<file path="src/rtl/if_stage.sv">
// Instruction-fetch stage: holds the PC, drives the instruction-memory address and
// loads the IF/ID pipeline register with the fetched word, its PC, PC+4 and a fault flag.
module if_stage #(
  parameter logic [31:0] RESET_PC   = 32'h0000_3000,
  parameter logic [31:0] IMEM_BASE  = 32'h0000_3000,
  parameter int unsigned IMEM_WORDS = 4096
) (
  input  logic        clk,
  input  logic        reset,
  input  logic        stall,
  input  logic        flush,
  input  logic        redirect,
  input  logic [31:0] redirect_pc,
  output logic [31:0] imem_addr,
  input  logic [31:0] imem_rdata,
  output logic [31:0] pc,
  output logic [31:0] id_inst,
  output logic [31:0] id_pc,
  output logic [31:0] id_pc4,
  output logic        id_valid,
  output logic        id_fault
);

  // Range bounds carried in 33 bits so a window reaching 2^32 cannot wrap.
  localparam logic [32:0] LO_BOUND = {1'b0, IMEM_BASE};
  localparam logic [32:0] HI_BOUND = {1'b0, IMEM_BASE} + (33'(IMEM_WORDS) << 2);

  logic [31:0] r_pc;
  logic [31:0] r_id_inst;
  logic [31:0] r_id_pc;
  logic [31:0] r_id_pc4;
  logic        r_id_valid;
  logic        r_id_fault;

  logic [31:0] w_pc4;
  logic [32:0] w_pc33;
  logic        w_fault;
  logic [31:0] w_fetch_word;

  always_comb begin
    w_pc4        = r_pc + 32'd4;
    w_pc33       = {1'b0, r_pc};
    w_fault      = (r_pc[1:0] != 2'b00) || (w_pc33 < LO_BOUND) || (w_pc33 >= HI_BOUND);
    w_fetch_word = w_fault ? '0 : imem_rdata;
  end

  // Stall outranks redirect: the hazard unit re-presents the redirect afterwards.
  always_ff @(posedge clk or posedge reset) begin
    if (reset) begin
      r_pc <= RESET_PC;
    end else if (!stall) begin
      r_pc <= redirect ? redirect_pc : w_pc4;
    end
  end

  // Flush outranks stall so a stalled slot can still be turned into a NOP.
  always_ff @(posedge clk or posedge reset) begin
    if (reset) begin
      r_id_inst  <= '0;
      r_id_pc    <= '0;
      r_id_pc4   <= '0;
      r_id_valid <= 1'b0;
      r_id_fault <= 1'b0;
    end else if (flush) begin
      r_id_inst  <= '0;
      r_id_pc    <= r_pc;
      r_id_pc4   <= w_pc4;
      r_id_valid <= 1'b0;
      r_id_fault <= 1'b0;
    end else if (!stall) begin
      r_id_inst  <= w_fetch_word;
      r_id_pc    <= r_pc;
      r_id_pc4   <= w_pc4;
      r_id_valid <= 1'b1;
      r_id_fault <= w_fault;
    end
  end

  assign imem_addr = r_pc;
  assign pc        = r_pc;
  assign id_inst   = r_id_inst;
  assign id_pc     = r_id_pc;
  assign id_pc4    = r_id_pc4;
  assign id_valid  = r_id_valid;
  assign id_fault  = r_id_fault;

endmodule

</file>
<file path="config.mk">
export PLATFORM = sky130hd
export DESIGN_NAME = if_stage
export DESIGN_NICKNAME = d
export VERILOG_FILES = /design/src/rtl/if_stage.sv
export SDC_FILE = /design/constraint.sdc
export NUM_CORES = 1
export LEC_CHECK = 0
export CAP_MARGIN = 0
export CORE_UTILIZATION = 50
export CTS_CLUSTER_SIZE = 25
export DETAILED_ROUTE_END_ITERATION = 16
export MAX_ROUTING_LAYER = met4
export PLACE_DENSITY = 0.86
export SLEW_MARGIN = 20
export SYNTH_ARGS = -nofsm -noshare
export SYNTH_HDL_FRONTEND = slang
export SYNTH_SLANG_ARGS = --single-unit
</file>
<file path="constraint.sdc">
create_clock -name clk -period 9.2 [get_ports clk]
set_input_delay 1.84 -clock clk [delete_from_list [all_inputs] [get_ports clk]]
set_output_delay 1.84 -clock clk [all_outputs]
set_load 0.01 [all_outputs]
</file>
==> flow_summary.ini <==
[critical_path]
critPathLaunchType = input pin
r2r-end = imem_addr[28]
worstPathRequired_ns = 9.50
crit-reg2reg-launch = imem_addr[2]
worstPathMaxFanout = 30
critPathArrivalTime_ns = 4.49
r2r_cells = 5
critPathCaptureType = flop
path_class = in2reg
ff2ff_setup_slack_ns = 6.50

[logic_synthesis]
synth_simple_gate_area_share_pct = 23.7
yosysTopAreaCell = dfrtp_1
synth_top_area_share_pct = 47.1
synth-seq-area-share_pct = 47.9
syn_inst = 769
synth_cell_types = 50
synth-seq-cells = 128
synth_mux_area_share_pct = 0.654
synth_edf_count = 0
ys.flop_type = dfrtp_1
synth_compound_area_share_pct = 14.5
yosysWarnings = 0
synth.net_count = 840
synth_xor_area_share_pct = 1.70
syn-mean-instance-area_um2 = 8.70
synth_top_family_by_area = simple AND/OR/NAND/NOR gates
async_reset_ff_share_pct = 100
ys_top_cells_by_area = dfrtp_1 (47%), nand2_1 (8.5%), or4_1 (5.5%), buf_4 (4.4%), clkbuf_1 (3.3%)
syn-cell-area_um2 = 6690
synth_adder_area_share_pct = 0.374

[cts]
cts_max_path_buffers = 2
post-cts-setup-buffers = 0
cts_max_level = 4
cts_sinks = 128
cts_root_buf = clkbuf_16
insertion_delay_ns = 0.41
ctsResizeCount = 0
postCtsHoldBufs = 0
cts_tree = built
cts-buffers-inserted = 17
path_clk_slew_ns = 0.06

[final_layout]
drive_gt1_share_pct = 5.19
final_nets = 982
antenna_cells = 0
fillers = 1011
mostFrequentLayoutCells = clkdlybuf4s50_1 (229), nand2_1 (152), dfrtp_1 (126), or4_1 (49), a21oi_1 (42)
area_growth_pct = 38.6
final_common_cell = clkdlybuf4s50_1

[route]
wl_um = 19000
met2_length_um = 9240
num_vias = 6270
route.met3.wl_um = 1350
route.detailed.wl_per_inst_um = 17.3
wl_met1_um = 7820
dr.max_layer_used = met4
viasPerCell = 5.72
ant_nets = 0
drtIter0Drc = 524
dr.pass1.iters = 5
drc = 0

[timing]
max_slew.worst_pin.slew_ns = 1.03
finalCriticalPeriod_ns = 4.19
final_hold_viol_count = 0
hold_slack_ns = 0.462
setup_viol = 0
relSlewSlack_pct = 31.4
clock.fmax_ghz = 0.239
rsz0062_at_grt = no
period_share_pct = 45.6
timing.setup.tns_ns = 0
drv_slew = 0
worst_clock_skew_ns = 0.00935

[global_routing]
grt_max_degree = 81
grtUsageTotal_pct = 29.1
antenna_found_initial = 0
grt.overflow.total = 0
grt_pass1_vias = 6018
grt_pass1_wl_um = 31200

[floorplan]
num_io_pins = 231
die_y_um = 118
start_util_pct = 52.2
row_count = 41
core_area_um2 = 12800
die_x_um = 118
die-area_um2 = 13900

[placed_design]
gp_congestion = 0.810
dp_hpwl_um = 12400
io_buffers = 230

[pwr]
irDropWorstVdd_mv = 0.103
p_leak_nw = 3.79
powerDensity_nw_per_um2 = 194

[hold_path]
hp-start = id_pc[7]
hold_class = reg2reg
min_to = id_pc[7]
min_path_cells = 2

[status]
outcome = completed

[job]
drv_cap = 0
==> metal layers <==
metal | GRT usage [%] | vias to the layer above
met2 | 45.7 | 281
met5 | - | -
met3 | 6.10 | 44
met1 | 36.3 | 3000
met4 | 13.2 | 0
li1 | - | 2945
==> Yosys cell counts (6+ instances only) <==
cell type and number:
nand2_1 152, dfrtp_1 126, clkbuf_1 58, or4_1 49, a21oi_1 42, inv_1 40
buf_4 39, o21ai_0 38, nand3_1 28, nor2_1 26, a22oi_1 20, a31oi_1 16
buf_2 12, o311ai_0 12, or3_1 12, o211ai_1 11, nand4_1 9, xor2_1 7
and3_1 6, and4_1 6, nor3_1 6, nor4_1 6, o31ai_1 6, xnor2_1 6
==> stage by stage <==
step / instances / utilization (%) / instance area, um^2 / total power, W / setup WS (ns)
2_1_floorplan: 769 / - / 6690 / 0.000917 / 3.95
3_3_place_gp: 1064 / 67.6 / 8680 / 0.00113 / 4.70
3_5_place_dp: 1064 / 67.6 / 8680 / 0.00114 / 4.62
4_1_cts: 1096 / 72.3 / 9270 / 0.00181 / 5.05
5_1_grt: 1096 / 72.3 / 9280 / 0.00187 / 4.84
6_report: 1096 / 72.3 / 9280 / 0.00180 / 5.01
==> how the worst max path moves through the flow <==
| stage | from | cells past startpoint | end | slack (ns) |
|---|---|---|---|---|
| final | redirect | 5 | imem_addr[1] | 5.01 |
| after global routing | redirect | 5 | imem_addr[1] | 4.84 |
| after CTS | redirect | 5 | imem_addr[0] | 5.05 |
| after detailed placement | redirect | 5 | imem_addr[0] | 4.62 |
| after global placement | redirect | 5 | imem_addr[1] | 4.70 |
| after floorplan | reset | 1 | id_fault | 3.95 |
==> critical path, stage by stage <==
cell and delay, ns:
clkdlybuf4s50_1 1.15, inv_1 0.61, nor2_1 0.21, buf_4 0.30, mux2_2 0.37
==> cell type report <==
type                       count  area (um^2)  area share (%)
sequential                   128         3210            34.6
multi-input combinational    488         2770            29.8
timing repair buffer         236         2340            25.3
clock buffer                  27          513            5.53
tap                          172          215            2.32
inverter                      40          155            1.67
clock inverter                 5         77.6           0.836
==> report_power, final <==
group	switching (W)	internal [W]	leakage, nW
clock network	0.000234	0.000434	0.288
registers	0.0000971	0.000631	1.58
logic	0.000175	0.000228	1.92
==> flip-flops by register name (all words and copies together) (netlist names) <==
signal	cells
id_pc4	30
imem_addr	32
id_pc	32
id_fault	1
id_valid	1
id_inst	32
==> kinds of logic after synthesis <==
| family | Yosys count |
|---|---|
| buffers and inverters | 153 |
| AO/OA/AOI/OAI | 156 |
| multiplexers | 4 |
| AND/OR/NAND/NOR | 313 |
| flip-flops | 128 |
| XOR/XNOR | 13 |
| adder cells (fa/ha/maj) | 2 |
No activity file was read; power rests on OpenSTA's default activity.
